### config.mk
export PLATFORM = sky130hd
export DESIGN_NAME = mul32_iter
export DESIGN_NICKNAME = d
export VERILOG_FILES = /design/src/rtl/mul32_iter.sv
export SDC_FILE = /design/constraint.sdc
export NUM_CORES = 1
export LEC_CHECK = 0
export ABC_AREA = 1
export CAP_MARGIN = 5
export CORE_MARGIN = 8
export CORE_UTILIZATION = 40
export CTS_CLUSTER_SIZE = 25
export DETAILED_ROUTE_END_ITERATION = 7
export HOLD_SLACK_MARGIN = 0.03
export PLACE_DENSITY = 0.61
export SLEW_MARGIN = 20
export SYNTH_ARGS = -nofsm -noshare
export SYNTH_HDL_FRONTEND = slang
export SYNTH_SLANG_ARGS = --single-unit
export TNS_END_PERCENT = 100
### constraint.sdc
create_clock -name clk -period 3 [get_ports clk]
set_input_delay 0.6 -clock clk [delete_from_list [all_inputs] [get_ports clk]]
set_output_delay 0.6 -clock clk [all_outputs]
set_load 0.05 [all_outputs]
### src/rtl/mul32_iter.sv
// Iterative WIDTH x WIDTH -> 2*WIDTH signed/unsigned multiplier (radix-4 shift-add plus sign fix-up).
// Latency: accept edge e0 -> out_en high after edge e0+WIDTH/2+1; accept-to-accept WIDTH/2+2 edges.
// Backpressure: single op in flight; in_en is sampled only while idle=1, busy-time requests are dropped.
//
// Ports:
//   clk, rst_n          rising-edge clock, asynchronous active-low reset
//   in_en               operation request (accepted only while idle=1)
//   a, b                operands, sampled on the accept edge only
//   a_signed, b_signed  per-operand two's complement select
//   out_en              one-cycle pulse: sum_hi/sum_lo hold a new product
//   idle                ready to accept in_en on the next rising edge
//   sum_hi, sum_lo      product bits [2W-1:W] and [W-1:0], held until the next result or reset
module mul32_iter #(
  parameter int WIDTH = 32
) (
  input  logic             clk,
  input  logic             rst_n,
  input  logic             in_en,
  input  logic [WIDTH-1:0] a,
  input  logic [WIDTH-1:0] b,
  input  logic             a_signed,
  input  logic             b_signed,
  output logic             out_en,
  output logic             idle,
  output logic [WIDTH-1:0] sum_hi,
  output logic [WIDTH-1:0] sum_lo
);

  localparam int W     = WIDTH;
  localparam int STEPS = W / 2;
  localparam int CW    = (STEPS > 1) ? $clog2(STEPS) : 1;

  typedef enum logic [1:0] {
    S_IDLE = 2'd0,
    S_CALC = 2'd1,
    S_FIX  = 2'd2
  } state_t;

  state_t          state_q, state_d;
  logic [W-1:0]    a_mag_q, a_mag_d;    // |a|, consumed two bits per step from the LSB end
  logic [W-1:0]    b_mag_q, b_mag_d;    // |b|
  logic [W+1:0]    b3_q, b3_d;          // 3*|b|, precomputed so each step is a single add
  logic            neg_q, neg_d;        // product sign
  logic [2*W+1:0]  acc_q, acc_d;        // partial product; W+2 headroom bits above the window
  logic [CW-1:0]   count_q, count_d;
  logic            out_en_q, out_en_d;
  logic [2*W-1:0]  sum_q, sum_d;

  // Combinational helpers
  logic            a_neg, b_neg;
  logic [W-1:0]    a_abs, b_abs;
  logic [W+1:0]    addend;
  logic [W+2:0]    acc_top_sum;
  logic [2*W-1:0]  prod;

  always_comb begin
    a_neg = a_signed & a[W-1];
    b_neg = b_signed & b[W-1];
    // Negating the most negative value wraps back onto itself, which is the
    // correct unsigned magnitude (2^(W-1)).
    a_abs = a_neg ? (~a + 1'b1) : a;
    b_abs = b_neg ? (~b + 1'b1) : b;
  end

  // Radix-4 digit select: the two LSBs of |a| choose 0, 1x, 2x or 3x of |b|.
  always_comb begin
    unique case (a_mag_q[1:0])
      2'd0:    addend = '0;
      2'd1:    addend = {2'b00, b_mag_q};
      2'd2:    addend = {1'b0, b_mag_q, 1'b0};
      default: addend = b3_q;
    endcase
    // Upper bits of the accumulator stay below 2^W before the add, so
    // one extra carry bit is all the sum needs.
    acc_top_sum = {1'b0, acc_q[2*W+1:W]} + {1'b0, addend};
    prod        = acc_q[2*W-1:0];
  end

  // Next-state and datapath
  always_comb begin
    state_d  = state_q;
    a_mag_d  = a_mag_q;
    b_mag_d  = b_mag_q;
    b3_d     = b3_q;
    neg_d    = neg_q;
    acc_d    = acc_q;
    count_d  = count_q;
    out_en_d = 1'b0;
    sum_d    = sum_q;

    unique case (state_q)
      S_IDLE: begin
        if (in_en) begin
          a_mag_d = a_abs;
          b_mag_d = b_abs;
          b3_d    = {2'b00, b_abs} + {1'b0, b_abs, 1'b0};
          neg_d   = a_neg ^ b_neg;
          acc_d   = '0;
          count_d = CW'(STEPS - 1);
          state_d = S_CALC;
        end
      end

      S_CALC: begin
        // Add into the top, then shift the whole accumulator right by 2.
        // The two bits dropped off the bottom are always zero before the
        // final step, so nothing is lost.
        acc_d   = {1'b0, acc_top_sum, acc_q[W-1:2]};
        a_mag_d = a_mag_q >> 2;
        count_d = count_q - CW'(1);
        if (count_q == '0) begin
          state_d = S_FIX;
        end
      end

      S_FIX: begin
        sum_d    = neg_q ? (~prod + 1'b1) : prod;
        out_en_d = 1'b1;
        state_d  = S_IDLE;
      end

      default: begin
        state_d = S_IDLE;
      end
    endcase
  end

  always_ff @(posedge clk or negedge rst_n) begin
    if (!rst_n) begin
      state_q <= S_IDLE;
    end else begin
      state_q <= state_d;
    end
  end

  always_ff @(posedge clk or negedge rst_n) begin
    if (!rst_n) begin
      a_mag_q  <= '0;
      b_mag_q  <= '0;
      b3_q     <= '0;
      neg_q    <= 1'b0;
      acc_q    <= '0;
      count_q  <= '0;
      out_en_q <= 1'b0;
      sum_q    <= '0;
    end else begin
      a_mag_q  <= a_mag_d;
      b_mag_q  <= b_mag_d;
      b3_q     <= b3_d;
      neg_q    <= neg_d;
      acc_q    <= acc_d;
      count_q  <= count_d;
      out_en_q <= out_en_d;
      sum_q    <= sum_d;
    end
  end

  assign idle   = (state_q == S_IDLE);
  assign out_en = out_en_q;
  assign sum_hi = sum_q[2*W-1:W];
  assign sum_lo = sum_q[W-1:0];

endmodule
==> flow_summary.ini <==
[timing]
drv_slew = 0
fin_ws_ps = 82.02
fmax_mhz = 342.7
rsz0062_at_grt = true
period_share = 0.9727
finalSetupViolations = 0
fin_crit_ps = 2918
worst_pin_slew_ps = 880.0
skew_ps = 19.43
slew_headroom = 0.4127
final-hold-violation-count = 0

[power_and_ir_drop]
power_leakage_nw = 11.12
p_per_area_mw_per_mm2 = 1095
ir_drop_v = 0.0005656
p_total_mw = 25.16

[global_routing]
track_usage = 0.2079
grt_pass1_wl_mm = 82.99
overflow = 0
grt_pass1_vias = 16610
grt_max_degree = 97
grt_antenna_before_repair = 0

[setup_path]
crit_arrival_ps = 3300
crit_path_start_kind = flop
end_kind = flop
cp.required_ps = 3390
worst-path-max-fanout = 20
critPathKind = reg2reg

[die]
start_util = 0.4039
die-area_mm2 = 0.04788
num_rows = 74
io-pin-count = 135
fp.dieW_um = 218.8
dieHeight_um = 218.8
core_region_area_mm2 = 0.04074

[placement]
dp_hpwl_mm = 39.82
gp_congestion = 0.9352
pre_cts_ws_ps = -882.0
dpl-instance-area_mm2 = 0.02058
port_buffers = 134

[clocking]
numCtsBuffers = 27
htreeDepth = 1
clk_pin_slew_worst_paths_ps = 70
clock_latency_ps = 540
numClockSinks = 234
cts.path.max_buffers = 3
cts_tree = built
postCtsHoldBufs = 0
root_buffer = clkbuf_16

[final_layout]
n_antenna_cell = 0
postLayoutCoreUtil = 0.5639
layout-drive-gt1-share = 0.2435
fin_nets = 2899
final_cell_mix = 518 x nand2_1, 322 x buf_4, 276 x inv_1
final_common_cell = nand2_1
area_delta_synth_final_pct = 39.62
final_cell_area_mm2 = 0.02297

[worst_hold_path]
min_path_type = in2async

[synth]
yosysWarnings = 0
synth_edf_count = 0
async_flop_share = 1.000
syn_area_per_cell_um2 = 7.047
yosys.cell_types.count = 54
synth_seq_area_share = 0.3559
synth_nets = 2474
synth-seq-cells = 234
yosysTopAreaCell = dfrtp_1
synth.area.top_cells = dfrtp_1 36%, nand2_1 13%, inv_1 6.6%, o21ai_0 6.4%, nor2_1 5.3%
synthCells = 2335
syn_area_mm2 = 0.01645
synth-main-ff-cell = dfrtp_1
yosys.area.top_type_share = 0.3559

[routing]
first_pass_iters = 5
drc = 0
drtIter0Drc = 1048
antenna_left = 0
num_vias = 16890
wl_per_cell_um = 15.64
wirelength_mm = 51.80
vias_per_cell = 5.101

[job]
max-cap-violations = 0

[outcome]
status = finished clean
## layout make-up
class	instances	area (um^2)
multi-input cells	1725	10440
repair buffers	472	3949
well taps	532	665.6
inverters	300	1136
clock inverters	17	190.2
flip-flops and latches	234	5859
clock buffers	32	734.5
fillers	3821	17770
## worst paths after layout
kind	start	endpoint	slack, ps	cells after the start
worst max-delay path	a_mag_q[1]	acc_q[63]	80	14
worst min-delay path	rst_n	sum_q[25]	60	1
worst max register to register	a_mag_q[1]	acc_q[63]	80	14
worst min register to register	count_q[2]	state_q[1]	470	1
max in group asynchronous	rst_n	a_mag_q[15]	2180	2
min in group clk	count_q[2]	state_q[1]	470	1
## kinds of logic after synthesis
family                   share of synthesized area
AO/OA/AOI/OAI                               0.1726
XOR/XNOR                                   0.06334
adder cells (fa/ha/maj)                    0.05414
buffers and inverters                      0.08631
flip-flops                                  0.3559
AND/OR/NAND/NOR                             0.2677
## metal layers
layer,track usage,up-vias,wire length (um)
li1,-,8613,-
met1,0.2768,7836,23510
met2,0.3600,358,25050
met3,0.01638,86,1927
met4,0.05605,0,1316
met5,0,-,0
## synth_stat cells (2+ instances only)
cell type and instances:
nand2_1 554, inv_1 288, dfrtp_1 234, nor2_1 231
o21ai_0 211, a21oi_1 114, nand3_1 112, xor2_1 93
ha_1 68, clkbuf_1 63, o22ai_1 51, nor3_1 40
nand4_1 31, a22oi_1 30, o21ai_1 29, xnor2_1 26
a31oi_1 24, nor4_1 16, o221ai_1 13, a21o_1 12
nand2_2 12, inv_2 11, nor2_2 11, buf_1 8
nand3b_1 5, a221oi_1 4, buf_2 4, nor3_2 4
a21boi_0 3, o31ai_1 3, or2_2 3, a21boi_1 2
fa_1 2, nand3_2 2, nand4_4 2
## critical path: stages, from the launching register on
cell      delay, ps
dfrtp_2         530
nand2_4         120
buf_12          170
buf_8           140
buf_4           150
o22ai_1         190
inv_1            80
ha_1            360
a21oi_1         220
o221ai_2        120
a21oi_2         130
nand2_2          80
a21oi_2         150
xor2_1          220
o22ai_1         100
## report_power, final
group / switching, mW / internal [mW] / total (mW)
clock network: 1.40 / 2.02 / 3.41
logic: 9.16 / 6.68 / 15.8
registers: 1.30 / 4.61 / 5.91
total: 11.8 / 13.3 / 25.2
## sequential cells by signal, indices dropped and copies added (netlist names)
signal	count
acc_q	65
sum_q	64
b3_q	33
a_mag_q	32
b_mag_q	32
count_q	4
state_q	2
neg_q	1
out_en	1
## through the flow
stage,TNS (ps),cells,hold slack [ps]
CTS,0,3292,78.34
global route,-555.6,3312,110.6
global placement,-19120,3223,456.4
detailed placement,-22620,3223,463.4
finish,0,3312,58.81
floorplan,-14.55,2335,304.4
## timing repair
action	4_1_cts	5_1_grt
setup buffers	20	21
setup endpoints to repair	44	45
resized for setup	100	243
pin swaps	53	93
Power figures use the tool's default switching activity.
